--- src/rtl/cell_bist_harness_if.sv ---
// Bundles the run-control, stimulus/response and result signals of
// cell_bist_harness.
//   slave  : harness side (takes start/mode/resp, drives stim/busy/done/signature)
//   master : controller/array side (the opposite directions)
// Optional macro CELL_BIST_COMPARE_EN adds exp_sig (to harness) and pass/fail
// (from harness).
interface cell_bist_harness_if #(
    parameter int IN_W   = 6,
    parameter int OUT_W  = 73,
    parameter int MISR_W = 16
);
    logic              start;
    logic              mode;
    logic [IN_W-1:0]   stim;
    logic [OUT_W-1:0]  resp;
    logic              busy;
    logic              done;
    logic [MISR_W-1:0] signature;
`ifdef CELL_BIST_COMPARE_EN
    logic [MISR_W-1:0] exp_sig;
    logic              pass;
    logic              fail;

    modport slave  (input  start, mode, resp, exp_sig,
                    output stim, busy, done, signature, pass, fail);
    modport master (output start, mode, resp, exp_sig,
                    input  stim, busy, done, signature, pass, fail);
`else
    modport slave  (input  start, mode, resp,
                    output stim, busy, done, signature);
    modport master (output start, mode, resp,
                    input  stim, busy, done, signature);
`endif
endinterface

--- src/rtl/cell_bist_harness.sv ---
// Built-in self-test sequencer for a standard-cell test array.
// Steps an exhaustive-counter or Galois-LFSR pattern onto the array inputs,
// holds each pattern SETTLE_CYC clocks, then folds the array response into a
// MISR signature for one CAPTURE cycle. N_PAT patterns per run.
// Ports:
//   clk    : clock
//   rst_n  : asynchronous active-low reset
//   bus    : cell_bist_harness_if.slave
//            start/mode in, resp in, stim out, busy/done out, signature out
// Optional macro CELL_BIST_COMPARE_EN: compares the final signature against
// bus.exp_sig and reports bus.pass / bus.fail until the next start.
module cell_bist_harness #(
    parameter int                IN_W       = 6,
    parameter int                OUT_W      = 73,
    parameter int                N_PAT      = 64,
    parameter int                SETTLE_CYC = 2,
    parameter int                MISR_W     = 16,
    parameter logic [MISR_W-1:0] MISR_POLY  = 16'h1021,
    parameter logic [IN_W-1:0]   LFSR_TAPS  = 6'h21
) (
    input  logic              clk,
    input  logic              rst_n,
    cell_bist_harness_if.slave bus
);

    localparam int PC_W = (N_PAT > 1) ? $clog2(N_PAT) : 1;
    localparam int SC_W = (SETTLE_CYC > 1) ? $clog2(SETTLE_CYC) : 1;
    localparam int NCH  = (OUT_W + MISR_W - 1) / MISR_W;
    localparam logic [PC_W-1:0] PAT_LAST = PC_W'(N_PAT - 1);
    localparam logic [SC_W-1:0] SET_INIT = SC_W'(SETTLE_CYC - 1);

    typedef enum logic [1:0] {IDLE, SETTLE, CAPTURE, DONE} state_t;

    state_t            state, state_d;
    logic [IN_W-1:0]   stim_q, stim_d, stim_adv;
    logic              mode_q, mode_d;
    logic              busy_q, busy_d;
    logic              done_q, done_d;
    logic [MISR_W-1:0] sig_q, sig_d, sig_next, fold;
    logic [PC_W-1:0]   pat_cnt, pat_cnt_d;
    logic [SC_W-1:0]   set_cnt, set_cnt_d;
    logic [NCH*MISR_W-1:0] resp_ext;
`ifdef CELL_BIST_COMPARE_EN
    logic              pass_q, pass_d;
    logic              fail_q, fail_d;
`endif

    // Zero-extend the response to whole MISR_W chunks and XOR the chunks together.
    always_comb begin
        resp_ext = '0;
        resp_ext[OUT_W-1:0] = bus.resp;
        fold = '0;
        for (int unsigned i = 0; i < NCH; i++) begin
            fold = fold ^ resp_ext[i*MISR_W +: MISR_W];
        end
    end

    assign sig_next = {sig_q[MISR_W-2:0], 1'b0}
                    ^ (sig_q[MISR_W-1] ? MISR_POLY : '0)
                    ^ fold;

    assign stim_adv = mode_q ? ({stim_q[IN_W-2:0], 1'b0} ^ (stim_q[IN_W-1] ? LFSR_TAPS : '0))
                             : stim_q + IN_W'(1);

    always_comb begin
        state_d   = state;
        stim_d    = stim_q;
        mode_d    = mode_q;
        busy_d    = busy_q;
        done_d    = done_q;
        sig_d     = sig_q;
        pat_cnt_d = pat_cnt;
        set_cnt_d = set_cnt;
`ifdef CELL_BIST_COMPARE_EN
        pass_d    = pass_q;
        fail_d    = fail_q;
`endif
        case (state)
            IDLE, DONE: begin
                if (bus.start) begin
                    state_d   = SETTLE;
                    busy_d    = 1'b1;
                    done_d    = 1'b0;
                    sig_d     = '0;
                    pat_cnt_d = '0;
                    set_cnt_d = SET_INIT;
                    mode_d    = bus.mode;
                    stim_d    = bus.mode ? IN_W'(1) : '0;
`ifdef CELL_BIST_COMPARE_EN
                    pass_d    = 1'b0;
                    fail_d    = 1'b0;
`endif
                end
            end
            SETTLE: begin
                if (set_cnt == '0) begin
                    state_d = CAPTURE;
                end else begin
                    set_cnt_d = set_cnt - SC_W'(1);
                end
            end
            CAPTURE: begin
                sig_d = sig_next;
                if (pat_cnt == PAT_LAST) begin
                    state_d = DONE;
                    busy_d  = 1'b0;
                    done_d  = 1'b1;
`ifdef CELL_BIST_COMPARE_EN
                    pass_d  = (sig_next == bus.exp_sig);
                    fail_d  = (sig_next != bus.exp_sig);
`endif
                end else begin
                    state_d   = SETTLE;
                    pat_cnt_d = pat_cnt + PC_W'(1);
                    set_cnt_d = SET_INIT;
                    stim_d    = stim_adv;
                end
            end
            default: state_d = IDLE;
        endcase
    end

    always_ff @(posedge clk or negedge rst_n) begin
        if (!rst_n) begin
            state   <= IDLE;
            stim_q  <= '0;
            mode_q  <= 1'b0;
            busy_q  <= 1'b0;
            done_q  <= 1'b0;
            sig_q   <= '0;
            pat_cnt <= '0;
            set_cnt <= '0;
`ifdef CELL_BIST_COMPARE_EN
            pass_q  <= 1'b0;
            fail_q  <= 1'b0;
`endif
        end else begin
            state   <= state_d;
            stim_q  <= stim_d;
            mode_q  <= mode_d;
            busy_q  <= busy_d;
            done_q  <= done_d;
            sig_q   <= sig_d;
            pat_cnt <= pat_cnt_d;
            set_cnt <= set_cnt_d;
`ifdef CELL_BIST_COMPARE_EN
            pass_q  <= pass_d;
            fail_q  <= fail_d;
`endif
        end
    end

    assign bus.stim      = stim_q;
    assign bus.busy      = busy_q;
    assign bus.done      = done_q;
    assign bus.signature = sig_q;
`ifdef CELL_BIST_COMPARE_EN
    assign bus.pass      = pass_q;
    assign bus.fail      = fail_q;
`endif

endmodule
--- src/flat_wrapper.sv ---
// flat-port wrapper written by rule: the top's interface ports become plain ports
module cell_bist_harness_flat 
#(
    parameter int                IN_W       = 6,
    parameter int                OUT_W      = 73,
    parameter int                N_PAT      = 64,
    parameter int                SETTLE_CYC = 2,
    parameter int                MISR_W     = 16,
    parameter logic [MISR_W-1:0] MISR_POLY  = 16'h1021,
    parameter logic [IN_W-1:0]   LFSR_TAPS  = 6'h21
)
  (clk, rst_n, bus_start, bus_mode, bus_resp, bus_stim, bus_busy, bus_done, bus_signature);
  cell_bist_harness_if #(.IN_W(IN_W), .OUT_W(OUT_W), .MISR_W(MISR_W)) bus_i ();
  input  logic clk;
  input  logic rst_n;
  input wire logic [$bits(bus_i.start)-1:0] bus_start;
  input wire logic [$bits(bus_i.mode)-1:0] bus_mode;
  input wire logic [$bits(bus_i.resp)-1:0] bus_resp;
  output wire logic [$bits(bus_i.stim)-1:0] bus_stim;
  output wire logic [$bits(bus_i.busy)-1:0] bus_busy;
  output wire logic [$bits(bus_i.done)-1:0] bus_done;
  output wire logic [$bits(bus_i.signature)-1:0] bus_signature;
  assign bus_i.start = bus_start;
  assign bus_i.mode = bus_mode;
  assign bus_i.resp = bus_resp;
  assign bus_stim = bus_i.stim;
  assign bus_busy = bus_i.busy;
  assign bus_done = bus_i.done;
  assign bus_signature = bus_i.signature;
  cell_bist_harness #(.IN_W(IN_W), .OUT_W(OUT_W), .N_PAT(N_PAT), .SETTLE_CYC(SETTLE_CYC), .MISR_W(MISR_W), .MISR_POLY(MISR_POLY), .LFSR_TAPS(LFSR_TAPS)) u_core (.clk(clk), .rst_n(rst_n), .bus(bus_i));
endmodule
--- config.mk ---
export PLATFORM = sky130hd
export DESIGN_NAME = cell_bist_harness_flat
export DESIGN_NICKNAME = d
export VERILOG_FILES = /design/src/rtl/cell_bist_harness_if.sv /design/src/rtl/cell_bist_harness.sv /design/src/flat_wrapper.sv
export SDC_FILE = /design/constraint.sdc
export NUM_CORES = 1
export LEC_CHECK = 0
export CAP_MARGIN = 20
export CELL_PAD_IN_SITES_DETAIL_PLACEMENT = 0
export CELL_PAD_IN_SITES_GLOBAL_PLACEMENT = 2
export CORE_MARGIN = 2
export CORE_UTILIZATION = 26
export DETAILED_ROUTE_END_ITERATION = 8
export PLACE_DENSITY = 0.9
export SLEW_MARGIN = 20
export SYNTH_ARGS = -nofsm -noshare
export SYNTH_HDL_FRONTEND = slang
export SYNTH_SLANG_ARGS = --single-unit
--- constraint.sdc ---
create_clock -name clk -period 3.2 [get_ports clk]
set_input_delay 0.96 -clock clk [delete_from_list [all_inputs] [get_ports clk]]
set_output_delay 0.96 -clock clk [all_outputs]
set_load 0.01 [all_outputs]
# After elaboration in Yosys (flattened, before gate mapping)
# Cells that the tools add are included.
# word_totals
input_bits,77
output_inout_bits,24
ff_bits,34
elab_cells,60
# classes
eq_ne,8
bitwise_logic,7
reduce_logical,9
n_mux,25
addsub,3
# ops
op,count
16-bit bitwise XOR,5
6-bit 2-to-1 mux,6
16-bit case mux with 2 select lines,1
6-bit case mux with 2 select lines,2
16-bit 2-to-1 mux,1
16-bit by 9-bit bitwise XOR with 16-bit output,1
13-bit 2-to-1 mux,1
6-bit by 1-bit adder with 6-bit output (second input constant),2
2-bit AND reduction,4
1-bit 2-to-1 mux,7
6-bit == test (second input constant),1
2-bit 2-to-1 mux,3
2-bit inequality test (second input constant),3
2-bit case mux with 3 select lines,1
3-bit AND reduction,2
6-bit bitwise XOR,1
2-bit == test (second input constant),2
1-bit case mux with 2 select lines,2
1-bit case mux with 3 select lines,1
2-bit by 1-bit == test with 1-bit output (second input constant),1
2-bit logical NOT,1
2-bit by 1-bit inequality test with 1-bit output (second input constant),1
2-bit nonzero test,1
2-bit OR reduction,1
1-bit subtractor (second input constant),1

# Depth between registers and ports, before layout
# Gate-level depths: netlist of run 1.
# logic_depth
depth_word,6
depth_mapped,8
ltp_nobuf,6

# Least setup slack after synthesis of run 1
# No wires, ideal clock.
# synth_timing
kind,input -> register
start,in bus_start
end,reg u_core.stim_q[0] (netlist: u_core.bus.stim[0])
path_slack_ns,1.212
setup_time_ns,0.126
cell_stages,5
arrival_time_ns,1.862
t_required_ns,3.074
n_path_buf,1
path_cell_list,mux2i_1 -> buf_2 -> a21oi_1 -> a22o_1 -> a221o_1
# synth_between
elab_chain_cells,2
# synth_rtl
item,line_no,source
start: declaration,flat_wrapper.sv:16,input wire logic [$bits(bus_i.start)-1:0] bus_start;
2-bit inequality test (no line),--,
3-bit AND reduction (no line),--,
end signal: assignment,cell_bist_harness.sv:139,stim_q <= stim_d;
end: declaration,cell_bist_harness.sv:35,"logic [IN_W-1:0] stim_q, stim_d, stim_adv;"
# Every way passes these cells.
# A chain may end at the register's enable or synchronous reset.

# Worst setup path in the final report of run 1
# Same ends and word-level chain as after synthesis.

==> flow_summary.yaml, run 1 <==
run_status:
  status: "complete, no violations"
sta:
  rsz0062_at_grt: "false"
  holdWs_ps: 535
  max_freq_mhz: 414
  setup_viol: 0
  tightest_slew_ps: 781
  tns_ps: 0
  fin_crit_sh_pct: 75.4
  fin_crit_ps: 2410
  finalHoldViolCount: 0
  fin_worst_skew_ps: 6.58
  maxSlewViolCount: 0
  setup_ws_ps: 787
  slew_headroom_pct: 47.9
clock_tree:
  postCtsSetupRepairBufs: 0
  ctsResizeCount: 0
  clkSlewWorstSetupHoldPaths_ps: 70
  clock_latency_ps: 280
  numCtsBuffers: 5
  clockBufferDepth: 2
  h-tree-depth: 2
  cts_hold_buffers: 0
  cts_tree: "done"
  clockRootBuffer: "clkbuf_8"
  cts_sinks: 34
pwr:
  power.density_nw_per_um2: 649
  clkPwrFrac_pct: 14.4
  power.switching_mw: 0.893
  pwr-share-seq_pct: 31.2
  peakVddDrop_mv: 0.193
  p_leak_nw: 1.34
  intPower_mw: 1.40
  p_comb_share_pct: 54.3
  swShare_pct: 39.0
route:
  drt_iter0_markers: 47
  first_pass_iters: 4
  ant_nets: 0
  vias: 2158
  post_drt_via_cell_ratio: 4.69
  wl_per_cell_um: 12.3
  drc_errors: 0
  finalWirelength_um: 5670
worst_hold_path:
  hold-path-cell-count: 2
  hold_end: "u_core.bus.signature[7]$_DFFE_PN0P_"
  min_from: "u_core.bus.signature[7]$_DFFE_PN0P_"
  hp-class: "flip-flop to flip-flop"
cells_and_area:
  seqCellArea_um2: 851
  fillCellCount: 890
  n_antenna_cell: 0
  nNetsFinal: 432
  final_area_um2: 3520
  area_growth_pct: 52.4
  final_core_util_pct: 40.6
  drive_gt1_share_pct: 4.55
  multiInputGateArea_um2: 1410
logic_synthesis:
  avgSynthCellArea_um2: 9.25
  synthFlopType: "dfrtp_1"
  synth_edf_count: 0
  synthesis.area_um2: 2310
  synth_fp_nets: 331
  synthCells: 250
  ys_types: 38
  synth_seq_area_share_pct: 36.8
  yosys-top-cells-area: "dfrtp_1 37%, xnor2_1 26%, o21ai_0 6.3%"
  async_flop_share_pct: 100
  yosys_warnings: 0
  synth_seq_cells: 34
  synth_top_area_share_pct: 36.8
  synth_top_area_cell: "dfrtp_1"
placed_design:
  hpwl_um: 4510
  place_area_um2: 3430
  io_buffers: 100
  gp_congestion: 0.717
  dpl_worst_slack_ps: 470
run:
  max-cap-violations: 0
critical_path:
  cp-start-kind: "input port"
  end_kind: "flip-flop"
  critPathRequiredTime_ps: 3370
  reg2reg_depth: 7
  crit_arrival_ps: 2580
  reg2reg_to: "u_core.bus.stim[0]$_DFFE_PN0P_"
  path_class: "input port to flip-flop"
  timing.rr.start: "u_core.state[0]$_DFFE_PN0P_"
  cp_max_fo: 19
  r2r_slack_ps: 980
die:
  dieArea_um2: 9670
  fp.dieW_um: 98.3
  start_util_pct: 26.7
  io_pins: 101
  core_area_um2: 8680
  rows: 34
  die_y_um: 98.3
grt:
  grt_overflow: 0
  grt_pass1_vias: 2150
  grt_usage_pct: 11.8
  antenna_found_initial: 0
  grt_pass1_wl_um: 9520
  grt_max_degree: 35
==> cell families after synthesis <==
family                   Yosys count  synth area share, %
flip-flops                        34                 36.8
multiplexers                       5                 2.27
buffers and inverters             15                 2.60
AND/OR/NAND/NOR                   55                 11.3
XOR/XNOR                          75                 28.4
AO/OA/AOI/OAI                     62                 16.5
adder cells (fa/ha/maj)            4                 2.16
==> metal layers <==
layer	vias to the layer above	wire length, µm	track usage (%)
met3	2	457	4.08
li1	1063	-	-
met4	0	15	2.21
met2	79	2800	20.8
met5	-	0	0
met1	1014	2390	14.0
==> final cells by class <==
| type | count | share of cell area (%) |
|---|---|---|
| clock buffer | 6 | 2.34 |
| multi-input combinational | 201 | 39.9 |
| clock inverter | 2 | 0.355 |
| timing repair buffer | 102 | 28.7 |
| inverter | 7 | 0.745 |
| tap | 108 | 3.83 |
| sequential | 34 | 24.1 |
==> registers in the layout, summed over array words and instances (netlist names) <==
name / cells
u_core.set_cnt: 1
u_core.mode_q: 1
u_core.bus.done: 1
u_core.pat_cnt: 6
u_core.state: 2
u_core.bus.busy: 1
u_core.bus.stim: 6
u_core.bus.signature: 16
==> critical path, cell delays in order <==
cell,delay (ps)
clkdlybuf4s50_1,540
mux2i_2,240
buf_4,270
a21oi_1,90
a22o_1,190
a221o_1,280
==> synth_stat cells, types with 4 or more instances <==
library cell and instances:
xnor2_1 68, o21ai_0 29, nand2_1 30, nand3_1 7, dfrtp_1 34, a21oi_1 13
inv_1 7, ha_1 4, a22o_1 4, nor2_1 5, clkbuf_1 4, xor2_1 7
==> per-stage QoR <==
| stage | instances | power (mW) |
|---|---|---|
| floorplan | 250 | 1.50 |
| global placement | 452 | 1.97 |
| detailed placement | 452 | 1.99 |
| CTS | 460 | 2.33 |
| global route | 460 | 2.49 |
| finish | 460 | 2.29 |
==> layout by cell type, fill, tap and decap left out, types with 2 or more instances in the layout <==
cell type / instances
nor2_1: 5
ha_1: 4
clkdlybuf4s50_1: 99
nand2b_1: 2
a21oi_1: 13
nand3_1: 7
a22o_1: 4
a41o_1: 2
a22oi_1: 2
buf_4: 2
o31ai_1: 2
xnor2_1: 68
a31oi_1: 3
clkbuf_8: 6
dfrtp_1: 34
o21ai_0: 29
mux2i_1: 2
xor2_1: 7
inv_1: 7
nand2_1: 30
or3_1: 3
==> worst max-delay path by stage <==
| stage | startpoint | end | slack [ps] | cells after the start |
|---|---|---|---|---|
| after floorplan | bus_start | u_core.bus.stim[0]$_DFFE_PN0P_ | 1210 | 5 |
| after global placement | bus_start | u_core.bus.stim[0]$_DFFE_PN0P_ | 510 | 6 |
| after detailed placement | bus_start | u_core.bus.stim[0]$_DFFE_PN0P_ | 470 | 6 |
| after CTS | bus_start | u_core.bus.stim[0]$_DFFE_PN0P_ | 770 | 6 |
| after global routing | bus_start | u_core.bus.stim[0]$_DFFE_PN0P_ | 690 | 6 |
| final | bus_start | u_core.bus.stim[0]$_DFFE_PN0P_ | 790 | 6 |
==> power by group through the flow <==
stage / combinational (mW) / sequential (mW) / clock (mW)
2_1_floorplan: 0.768 / 0.728 / 0
3_3_place_gp: 1.24 / 0.723 / 0
3_5_place_dp: 1.26 / 0.723 / 0
4_1_cts: 1.26 / 0.720 / 0.345
5_1_grt: 1.38 / 0.741 / 0.370
6_report: 1.24 / 0.715 / 0.331
(Power assumes the default switching activity.)
==> inputs of run 2 (changes only) <==
--- a/config.mk
+++ b/config.mk
@@ -9,9 +9,9 @@
 export CELL_PAD_IN_SITES_DETAIL_PLACEMENT = 0
 export CELL_PAD_IN_SITES_GLOBAL_PLACEMENT = 2
 export CORE_MARGIN = 2
-export CORE_UTILIZATION = 26
+export CORE_UTILIZATION = 24
 export DETAILED_ROUTE_END_ITERATION = 8
-export PLACE_DENSITY = 0.9
+export PLACE_DENSITY = 0.84
 export SLEW_MARGIN = 20
 export SYNTH_ARGS = -nofsm -noshare
 export SYNTH_HDL_FRONTEND = slang
==> constraint.sdc (replaced) <==
create_clock -name clk -period 2.4 [get_ports clk]
set_input_delay 0.72 -clock clk [delete_from_list [all_inputs] [get_ports clk]]
set_output_delay 0.72 -clock clk [all_outputs]
set_load 0.01 [all_outputs]
==> run 2 against run 1 <==
- hold slack got worse by 62 ps
- power is 34% higher
- flip-flop and latch count unchanged
- global-route usage decreased by 0.69 points
- sequential power grew 32%
- final cell count up 5.9%
- worst setup slack lost 490 ps
- combinational power is 40% higher
- core utilization fell by 2.0 points
- via count is 2.1% lower
- critical path depth is 5 lower
- clock power rose by 21%
- largest power group unchanged
==> flow_summary.yaml, run 2 (synthesized netlist as in run 1, its figures left out) <==
run_status:
  status: "complete, no violations"
grt:
  grt_overflow: 0
  grt_max_degree: 35
  grt_pass1_wl_um: 9120
  grt_pass1_vias: 1964
  grt_usage_pct: 11.1
  antenna_found_initial: 0
sta:
  fin_worst_skew_ps: 3.90
  holdWs_ps: 473
  fin_crit_ps: 2100
  tightest_slew_ps: 460
  fin_crit_sh_pct: 87.6
  slew_headroom_pct: 69.3
  maxSlewViolCount: 0
  tns_ps: 0
  setup_viol: 0
  max_freq_mhz: 475
  rsz0062_at_grt: "false"
  finalHoldViolCount: 0
route:
  post_drt_via_cell_ratio: 4.34
  first_pass_iters: 4
  drt_iter0_markers: 48
  wl_per_cell_um: 12.0
  ant_nets: 0
  finalWirelength_um: 5820
  drc_errors: 0
  vias: 2112
placed_design:
  place_area_um2: 3510
  gp_congestion: 0.707
  io_buffers: 100
  post-place-cells: 480
  hpwl_um: 4630
pwr:
  pwr-share-seq_pct: 30.8
  peakVddDrop_mv: 0.387
  p_leak_nw: 1.37
  clkPwrFrac_pct: 13.0
  swShare_pct: 38.7
  power.density_nw_per_um2: 857
  intPower_mw: 1.89
  p_comb_share_pct: 56.2
  power.switching_mw: 1.19
critical_path:
  path_cells: "clkdlybuf4s50_1"
  cp_slowest_cell: "clkdlybuf4s50_1"
  path_class: "flip-flop to output port"
  critPathRequiredTime_ps: 1680
  cp-start-kind: "flip-flop"
  end_kind: "output port"
  critPathBufInv: 1
  critical-path-top-delay-family: "buffers and inverters"
  max_stage_delay_ps: 600
  crit_arrival_ps: 1380
  cp_max_fo: 10
die:
  core_area_um2: 9280
  fp.dieW_um: 102
  rows: 35
  start_util_pct: 24.9
  io_pins: 101
  die_y_um: 102
  dieArea_um2: 10400
clock_tree:
  clock_latency_ps: 280
  clockBufferDepth: 2
  clockRootBuffer: "clkbuf_8"
  cts_tree: "done"
  cts_sinks: 34
  clkSlewWorstSetupHoldPaths_ps: 70
  numCtsBuffers: 5
  cts_hold_buffers: 0
  h-tree-depth: 2
  postCtsSetupRepairBufs: 0
  ctsResizeCount: 0
cells_and_area:
  n_antenna_cell: 0
  final_area_um2: 3590
  fillCellCount: 972
  drive_gt1_share_pct: 6.15
  fin_cells: 487
  final_common_cell: "clkdlybuf4s50_1"
  largest_reg_flops: 16
  nNetsFinal: 439
  area_growth_pct: 55.1
  final_cell_mix: "99 x clkdlybuf4s50_1, 68 x xnor2_1, 34 x dfrtp_1, 30 x nand2_1, 29 x o21ai_0"
worst_hold_path:
  hp-class: "input port to async pin"
run:
  max-cap-violations: 0
## run 2: cell types whose count changed in the layout (fill, tap and decap cells not counted), sizes merged
| cell | delta |
|---|---|
| buf | +7 |
| clkbuf | -1 |
| clkinv | +1 |
| clkinvlp | -1 |
## run 2: cell type report
class	count	area [µm²]	share of cell area, %
clock buffer	5	68.8	1.92
clock inverter	2	10.0	0.279
inverter	7	26.3	0.732
multi-input combinational	201	1410	39.2
sequential	34	851	23.7
tap	129	161	4.50
timing repair buffer	109	1060	29.6
## run 2: power by group through the flow
stage / Combinational (mW) / Clock (mW) / Sequential, mW
floorplan: 1.02 / 0 / 0.971
global placement: 1.74 / 0 / 0.956
detailed placement: 1.76 / 0 / 0.957
CTS: 1.76 / 0.422 / 0.951
global route: 1.93 / 0.444 / 0.982
finish: 1.73 / 0.399 / 0.947
## run 2: path summary, 6_finish.rpt
check	slack, ps	depth (start not counted)	to	from
max	300	1	bus_stim[0]	u_core.bus.stim[0]$_DFFE_PN0P_
min	470	2	u_core.bus.signature[13]$_DFFE_PN0P_	rst_n
max reg2reg	460	7	u_core.bus.stim[5]$_DFFE_PN0P_	u_core.state[0]$_DFFE_PN0P_
min reg2reg	520	2	u_core.state[0]$_DFFE_PN0P_	u_core.set_cnt$_DFFE_PN0P_
max in group asynchronous	1620	2	u_core.bus.done$_DFFE_PN0P_	rst_n
min in group clk	520	2	u_core.state[0]$_DFFE_PN0P_	u_core.set_cnt$_DFFE_PN0P_
## run 2: per-layer routing
metal	global-route usage (%)	vias to the layer above	wire length, µm
met4	2.46	0	25
met2	18.3	73	2780
met1	14.1	970	2520
met5	0	-	0
li1	-	1067	-
met3	3.97	2	493
## run 2: stage by stage
step	setup WS (ps)	total power, mW	utilization (%)
2_1_floorplan	625	2.00	-
3_3_place_gp	69.0	2.69	37.8
3_5_place_dp	30.6	2.71	37.8
4_1_cts	275	3.13	38.6
5_1_grt	229	3.35	38.6
6_report	296	3.07	38.6
==> inputs of run 3 (changes only) <==
--- a/config.mk
+++ b/config.mk
@@ -8,6 +8,7 @@
 export CAP_MARGIN = 20
 export CELL_PAD_IN_SITES_DETAIL_PLACEMENT = 0
 export CELL_PAD_IN_SITES_GLOBAL_PLACEMENT = 2
+export CORE_ASPECT_RATIO = 0.9
 export CORE_MARGIN = 2
 export CORE_UTILIZATION = 24
 export DETAILED_ROUTE_END_ITERATION = 8
==> run 3 against run 2 <==
- first-iteration DRC count is 10% higher
- register-to-register slack is essentially flat
- critical endpoint unchanged
- hold slack better by 33 ps
- critical path type unchanged
- highest routed layer unchanged
- sequential power rose by 0.6%
- design area is 0.17% higher
- worst setup slack lost 13 ps
- routed wire length up 3.1%
- global-route usage increased by 0.71 points
- non-clock buffer count decreased by 2
- die area about the same
- maximum frequency fell by 0.60%
==> flow_summary.yaml, run 3 (synthesized netlist as in run 1, its figures left out) <==
clock_tree:
  numCtsBuffers: 5
  clockRootBuffer: "clkbuf_8"
  clkSlewWorstSetupHoldPaths_ps: 70
  postCtsSetupRepairBufs: 0
  cts_tree: "done"
  clock_latency_ps: 290
  clockBufferDepth: 2
  cts_hold_buffers: 0
  ctsResizeCount: 0
  h-tree-depth: 2
  cts_sinks: 34
die:
  start_util_pct: 25.0
  core_area_um2: 9250
  io_pins: 101
  dieArea_um2: 10400
  fp.dieW_um: 107
  die_y_um: 97.1
  rows: 33
grt:
  grt_overflow: 0
  grt_pass1_vias: 2124
  antenna_found_initial: 0
  grt_pass1_wl_um: 9850
  grt_usage_pct: 11.8
  grt_max_degree: 35
pwr:
  p_leak_nw: 1.37
  power.total_mw: 3.19
  peakVddDrop_mv: 0.262
  power.density_nw_per_um2: 889
placed_design:
  gp_congestion: 0.802
  hpwl_um: 4830
  io_buffers: 100
  dpl_worst_slack_ps: 8.92
critical_path:
  critical-path-top-delay-family: "buffers and inverters"
  cp_max_fo: 10
  path_cells: "clkdlybuf4s50_1"
  reg2reg_depth: 7
  end_kind: "output port"
  r2r_slack_ps: 470
  cp_slowest_cell: "clkdlybuf4s50_1"
  reg2reg_to: "u_core.bus.stim[0]$_DFFE_PN0P_"
  timing.rr.start: "u_core.state[0]$_DFFE_PN0P_"
  max_stage_delay_ps: 600
  critPathRequiredTime_ps: 1680
  crit_arrival_ps: 1400
  cp-start-kind: "flip-flop"
  path_class: "flip-flop to output port"
  critPathBufInv: 1
route:
  finalWirelength_um: 6000
  wl_per_cell_um: 12.5
  post_drt_via_cell_ratio: 4.38
  first_pass_iters: 4
  drc_errors: 0
  vias: 2097
  ant_nets: 0
  drt_iter0_markers: 53
sta:
  fin_worst_skew_ps: 6.24
  tns_ps: 0
  setup_viol: 0
  max_freq_mhz: 473
  setup_ws_ps: 284
  tightest_slew_ps: 785
  fin_crit_ps: 2120
  maxSlewViolCount: 0
  finalHoldViolCount: 0
  fin_crit_sh_pct: 88.2
  rsz0062_at_grt: "false"
  slew_headroom_pct: 47.7
cells_and_area:
  final_cell_mix: "99 x clkdlybuf4s50_1, 68 x xnor2_1, 34 x dfrtp_1, 30 x nand2_1, 29 x o21ai_0"
  fillCellCount: 976
  n_antenna_cell: 0
  area_growth_pct: 55.3
  largest_reg_flops: 16
  nNetsFinal: 437
  final_common_cell: "clkdlybuf4s50_1"
  drive_gt1_share_pct: 5.88
worst_hold_path:
  hp-class: "input port to async pin"
run_status:
  status: "complete, no violations"
run:
  max-cap-violations: 0
-- run 3: layout make-up --
| class | instances | area [µm²] | area share, % |
|---|---|---|---|
| clock inverter | 3 | 40.0 | 1.11 |
| tap | 122 | 153 | 4.25 |
| clock buffer | 5 | 68.8 | 1.92 |
| multi-input combinational | 201 | 1410 | 39.1 |
| sequential | 34 | 851 | 23.7 |
| timing repair buffer | 107 | 1050 | 29.2 |
| inverter | 7 | 26.3 | 0.731 |
-- run 3: metrics by stage --
stage | utilization [%] | cells | hold WS, ps | cell area (µm²)
6_report | 38.9 | 479 | 506 | 3590
5_1_grt | 38.9 | 479 | 557 | 3590
4_1_cts | 38.9 | 479 | 539 | 3590
3_5_place_dp | 37.7 | 471 | 510 | 3480
3_3_place_gp | 37.7 | 471 | 517 | 3480
2_1_floorplan | - | 250 | 424 | 2310
-- run 3: worst max-delay path by stage --
stage                                         from                                   end  cells after the start
finish              u_core.bus.stim[0]$_DFFE_PN0P_                           bus_stim[0]                      1
global route                             bus_start  u_core.bus.signature[10]$_DFFE_PN0P_                      5
CTS                 u_core.bus.stim[0]$_DFFE_PN0P_                           bus_stim[0]                      1
detailed placement                       bus_start  u_core.bus.signature[15]$_DFFE_PN0P_                      5
global placement                         bus_start   u_core.bus.signature[0]$_DFFE_PN0P_                      5
floorplan              u_core.state[0]$_DFFE_PN0P_        u_core.bus.stim[0]$_DFFE_PN0P_                      7
-- run 3: where the power goes --
group / switching [mW] / total (mW) / internal, mW
Clock: 0.217 / 0.523 / 0.306
Sequential: 0.207 / 0.953 / 0.746
Combinational: 0.788 / 1.72 / 0.929
Total: 1.21 / 3.19 / 1.98
-- run 3: per-layer routing --
layer  vias to the layer above  wire length, µm  track usage [%]
li1                       1069                -                -
met1                       926             2590             14.3
met2                        94             2700             19.0
met3                         8              653             5.10
met4                         0               61             3.55
met5                         -                0                0
